### config.mk
export PLATFORM = sky130hd
export DESIGN_NAME = game_state_ctrl
export DESIGN_NICKNAME = d
export VERILOG_FILES = /design/src/rtl/game_pkg.sv /design/src/rtl/sync_bit.sv /design/src/rtl/game_state_ctrl.sv
export SDC_FILE = /design/constraint.sdc
export NUM_CORES = 1
export LEC_CHECK = 0
export ABC_AREA = 1
export ABC_CLOCK_PERIOD_IN_PS = 1580
export CORE_MARGIN = 1.5
export CORE_UTILIZATION = 37
export DETAILED_ROUTE_END_ITERATION = 6
export GPL_ROUTABILITY_DRIVEN = 0
export PLACE_DENSITY = 0.62
export SLEW_MARGIN = 20
export SYNTH_ARGS = -nofsm -noshare
export SYNTH_HDL_FRONTEND = slang
export SYNTH_SLANG_ARGS = --single-unit
### constraint.sdc
create_clock -name clk -period 1.58 [get_ports clk]
set_input_delay 0.316 -clock clk [delete_from_list [all_inputs] [get_ports clk]]
set_output_delay 0.316 -clock clk [all_outputs]
set_load 0.1 [all_outputs]
### src/rtl/game_pkg.sv
// Shared game-flow constants: state encodings and track indices.
// Used by the controller, the pixel generator and the display driver.
package game_pkg;

    typedef enum logic [2:0] {
        STATE_RESET = 3'b000,
        STATE_GAME  = 3'b001,
        STATE_OVER  = 3'b010,
        STATE_PAUSE = 3'b011,
        STATE_DYING = 3'b100
    } state_t;

    localparam int TRK_TITLE = 0;
    localparam int TRK_GAME  = 1;

endpackage

### src/rtl/sync_bit.sv
// Multi-flop synchroniser for one asynchronous input bit.
// The whole chain clears to 0 on reset.
module sync_bit #(
    parameter int STAGES = 2
) (
    input  logic clk,
    input  logic rst,
    input  logic d,
    output logic q
);

    logic [STAGES-1:0] chain;

    always_ff @(posedge clk or posedge rst) begin
        if (rst) chain <= '0;
        else     chain <= {chain[STAGES-2:0], d};
    end

    assign q = chain[STAGES-1];

endmodule

### src/rtl/game_state_ctrl.sv
// Registered game-flow FSM: lives, timed respawn and the
// PMOD audio track mux with mute while paused.
module game_state_ctrl
    import game_pkg::*;
#(
    parameter int LIVES       = 3,
    parameter int LIVES_W     = 2,
    parameter int SYNC_STAGES = 2,
    parameter int RESPAWN_CYC = 4,
    parameter int NUM_TRACKS  = 3,
    parameter int TRACK_W     = 3
) (
    input  logic                          clk,
    input  logic                          rst,
    input  logic                          sw_run,
    input  logic                          sw_over,
    input  logic                          sw_pause,
    input  logic                          die,
    input  logic [NUM_TRACKS*TRACK_W-1:0] track_bus,
    output logic [2:0]                    state,
    output logic [LIVES_W-1:0]            lives,
    output logic                          start_pulse,
    output logic [$clog2(NUM_TRACKS)-1:0] track_sel,
    output logic [TRACK_W-1:0]            pmod_out
);

    localparam int SEL_W = $clog2(NUM_TRACKS);
    localparam int CNT_W = $clog2(RESPAWN_CYC + 1);
    localparam logic [LIVES_W-1:0] LIVES_V  = LIVES_W'(LIVES);
    localparam logic [LIVES_W-1:0] LIVES_1  = LIVES_W'(1);
    localparam logic [CNT_W-1:0]   CNT_LOAD = CNT_W'(RESPAWN_CYC - 1);
    localparam logic [CNT_W-1:0]   CNT_1    = CNT_W'(1);

    logic sw_run_s, sw_over_s, sw_pause_s, die_s;
    logic die_s_d1, die_rise;

    sync_bit #(.STAGES(SYNC_STAGES)) u_sync_run (
        .clk(clk), .rst(rst), .d(sw_run), .q(sw_run_s)
    );
    sync_bit #(.STAGES(SYNC_STAGES)) u_sync_over (
        .clk(clk), .rst(rst), .d(sw_over), .q(sw_over_s)
    );
    sync_bit #(.STAGES(SYNC_STAGES)) u_sync_pause (
        .clk(clk), .rst(rst), .d(sw_pause), .q(sw_pause_s)
    );
    sync_bit #(.STAGES(SYNC_STAGES)) u_sync_die (
        .clk(clk), .rst(rst), .d(die), .q(die_s)
    );

    // Registered rising edge: a held-high die yields a single pulse.
    always_ff @(posedge clk or posedge rst) begin
        if (rst) begin
            die_s_d1 <= 1'b0;
            die_rise <= 1'b0;
        end else begin
            die_s_d1 <= die_s;
            die_rise <= die_s & ~die_s_d1;
        end
    end

    state_t               cur, nxt;
    logic [LIVES_W-1:0]   nxt_lives;
    logic [CNT_W-1:0]     cnt, nxt_cnt;
    logic [SEL_W-1:0]     nxt_trk;
    logic [TRACK_W-1:0]   nxt_slice;

    always_comb begin
        nxt       = cur;
        nxt_lives = lives;
        nxt_cnt   = cnt;
        if (!sw_run_s) begin
            nxt       = STATE_RESET;
            nxt_lives = LIVES_V;
        end else begin
            unique case (cur)
                STATE_RESET: begin
                    nxt       = STATE_GAME;
                    nxt_lives = LIVES_V;
                end
                STATE_GAME: begin
                    if (die_rise) begin
                        if (lives <= LIVES_1) begin
                            nxt       = STATE_OVER;
                            nxt_lives = '0;
                        end else begin
                            nxt       = STATE_DYING;
                            nxt_lives = lives - LIVES_1;
                            nxt_cnt   = CNT_LOAD;
                        end
                    end else if (sw_over_s) begin
                        nxt = STATE_OVER;
                    end else if (sw_pause_s) begin
                        nxt = STATE_PAUSE;
                    end
                end
                STATE_DYING: begin
                    if (cnt == '0) nxt = STATE_GAME;
                    else           nxt_cnt = cnt - CNT_1;
                end
                STATE_PAUSE: begin
                    if (sw_over_s)        nxt = STATE_OVER;
                    else if (!sw_pause_s) nxt = STATE_GAME;
                end
                STATE_OVER: begin
                    nxt = STATE_OVER;
                end
                default: begin
                    nxt = STATE_RESET;
                end
            endcase
        end
    end

    // Audio follows the next state so it switches on the same edge.
    always_comb begin
        if (nxt == STATE_RESET)     nxt_trk = SEL_W'(TRK_TITLE);
        else if (nxt == STATE_OVER) nxt_trk = SEL_W'(NUM_TRACKS - 1);
        else                        nxt_trk = SEL_W'(TRK_GAME);
        nxt_slice = track_bus[int'(nxt_trk)*TRACK_W +: TRACK_W];
    end

    always_ff @(posedge clk or posedge rst) begin
        if (rst) begin
            cur         <= STATE_RESET;
            lives       <= LIVES_V;
            cnt         <= '0;
            start_pulse <= 1'b0;
            track_sel   <= '0;
            pmod_out    <= '0;
        end else begin
            cur         <= nxt;
            lives       <= nxt_lives;
            cnt         <= nxt_cnt;
            start_pulse <= (cur == STATE_RESET) && (nxt == STATE_GAME);
            track_sel   <= nxt_trk;
            pmod_out    <= (nxt == STATE_PAUSE) ? '0 : nxt_slice;
        end
    end

    assign state = cur;

endmodule

==> out/metrics.yaml <==
run_status:
  status: "finished, final reports clean"
setup_path:
  worstPathArrival_ps: 1740
  required_ps: 1790
  path_class: "reg -> reg"
  slowest_stage: "dfrtp_2"
  cpMostUsedCell: "nand2_4"
  crit_fanout: 6
  crit_chain: "nor2_4, nand3_2, nand2_1, nand2_2, nand2_4, nand2_4, buf_4, a21oi_1, nor2_1"
  cp_num_cells: 9
  end_kind: "register"
  cp_num_buf_inv: 1
  slowest_delay_ps: 520
  reg2reg_slack_ps: 50
  critical-path-top-delay-family: "simple AND/OR/NAND/NOR gates"
  r2r_start: "state[1]"
  rr_worst_depth: 9
  worstSetupStartpointType: "register"
  r2r_end: "pmod_out[2]"
yosys:
  synth_top_family_by_area: "simple AND/OR/NAND/NOR gates"
  synthXorXnorAreaFrac_pct: 0.852
  synth_cells: 111
  synthAdderAreaFrac_pct: 2.43
  ys_types: 20
  syn_area_sq_um: 1030
  synth-compound-area-share_pct: 7.18
  synth_area_per_cell_sq_um: 9.27
  ys_seq_area_share_pct: 58.6
  synthSimpleGateAreaFrac_pct: 23.1
  ys_ff_latch: 24
  synth_nets: 128
  synth_warnings: 0
  synth_mux_area_share_pct: 0
power:
  powerDensity_nw_per_um2: 1330
  cellLeakagePower_nw: 0.798
  p_total_mw: 2.14
  vdd_drop_max_v: 0.00103
cells_and_area:
  area_delta_synth_final_pct: 56.6
  layout_commonest_cell: "dfrtp_1"
  layoutNonFillerInstCount: 178
  post-route-cell-area_sq_um: 1610
  nets: 166
  diodes: 0
  drive_gt1_share_pct: 33.8
  fin_util_pct: 63.3
  mostFrequentLayoutCells: "dfrtp_1, inv_1, nand2_1"
grt:
  antenna_found_initial: 0
  grt_pass1_vias: 774
  grt_pass1_wl_mm: 3.35
  grt_max_degree: 25
  grt.total_usage_pct: 13.9
  overflow: 0
placement:
  place_ws_ps: 69.6
  hpwl_mm: 1.50
  placed_cell_area_sq_um: 1440
  dp_cells: 167
  io_buffers: 25
floorplanning:
  die_w_microns: 55.7
  core_area_sq_um: 2540
  initial_core_util_pct: 40.4
  dieArea_sq_um: 3100
  die_y_microns: 55.7
  pin_count: 26
  num_rows: 18
clock_network:
  clockBufferDepth: 2
  tritoncts: "built"
  cts_max_level: 1
  cts.sinks: 24
  numCtsBuffers: 3
  cts_root_buffer: "clkbuf_4"
  holdBufCountCts: 0
  clk_pin_slew_ps: 130
  clk_latency_ps: 320
drt:
  vias: 851
  via_per_inst: 4.78
  avgRoutedWirePerCell_microns: 11.6
  detail-route-antenna-nets: 0
  dr.first_iter.drc_count: 13
  dr.pass1.iters: 4
  drc: 0
  wl_mm: 2.06
flow_run:
  maxCapViolations: 0
sta:
  fin_ws_ps: 53.5
  worst_pin_slew_ps: 332
  period_share_pct: 96.6
  fin_tns_setup_ps: 0
  drv_slew: 0
  setup_viol_count_final: 0
  hold_viol: 0
  max_freq_mhz: 655
  clock_skew_ps: 5.16
  hold_ws_ps: 313
  slew_headroom_pct: 77.9
  period_needed_ps: 1530
min_path:
  worst_hold_path_type: "in -> async"
-- cell usage after synthesis --
cell type | count | area, sq um
a21oi_1 | 5 | 25.0
a31oi_1 | 1 | 6.26
clkinv_2 | 1 | 5.00
dfrtp_1 | 22 | 551
dfstp_2 | 2 | 52.6
ha_1 | 2 | 25.0
inv_1 | 18 | 67.6
inv_2 | 2 | 7.51
nand2_1 | 17 | 63.8
nand2_2 | 3 | 18.8
nand2_4 | 3 | 33.8
nand3_1 | 5 | 25.0
nor2_1 | 17 | 63.8
nor2_2 | 2 | 12.5
nor3_1 | 2 | 10.0
nor3_2 | 1 | 10.0
o21ai_0 | 3 | 15.0
o21ai_2 | 1 | 8.76
o22ai_1 | 3 | 18.8
xor2_1 | 1 | 8.76
-- layout make-up --
cell class,instances,area (sq um)
Inverter,21,87.6
Multi-Input combinational cell,66,403
Clock inverter,1,30.0
Clock buffer,3,22.5
Fill cell,208,935
Sequential cell,24,609
Tap cell,30,37.5
Timing Repair Buffer,33,420
-- kinds of logic after synthesis --
| group | Yosys count |
|---|---|
| AOI/OAI and AO/OA | 13 |
| and+or+nand+nor | 50 |
| adders and majority gates | 2 |
| xor gates and xnor gates | 1 |
| DFF | 24 |
| buffers and inverters | 21 |
-- worst max path at each step --
stage	start	end	slack, ps
2_1_floorplan	state[1]	pmod_out[0]	5
3_3_place_gp	cnt[0]	pmod_out[2]	90
3_5_place_dp	state[0]	pmod_out[2]	70
4_1_cts	state[0]	pmod_out[2]	50
5_1_grt	state[1]	pmod_out[0]	-20
6_report	state[1]	pmod_out[2]	50
-- power by group --
group	leakage (nW)	total [mW]	internal, mW	switching (mW)
Clock	0.0279	0.438	0.257	0.181
Sequential	0.283	0.783	0.698	0.0845
Combinational	0.487	0.923	0.359	0.564
-- routing by layer --
layer  track usage, %  part of all wire [%]  vias up
met5                0                     0        -
met4             5.57                   2.5        0
met3             4.88                   5.5       10
met2             22.6                    50       32
met1             16.8                    42      395
li1                 -                     -      414
-- repair_timing --
action | in CTS | in global routing
endpoints found under the setup margin | 0 | 3
resized for setup | 0 | 18
buffers inserted | 0 | 7
-- worst reg2reg max path: cells and delay by family, from the launching register on --
| kind | cells | cell delay (ps) |
|---|---|---|
| AOI/OAI and AO/OA | 1 | 120 |
| buffers and inverters | 1 | 160 |
| DFF | 1 | 520 |
| and+or+nand+nor | 7 | 600 |
Note: power is estimated with default switching activity, not from simulation.
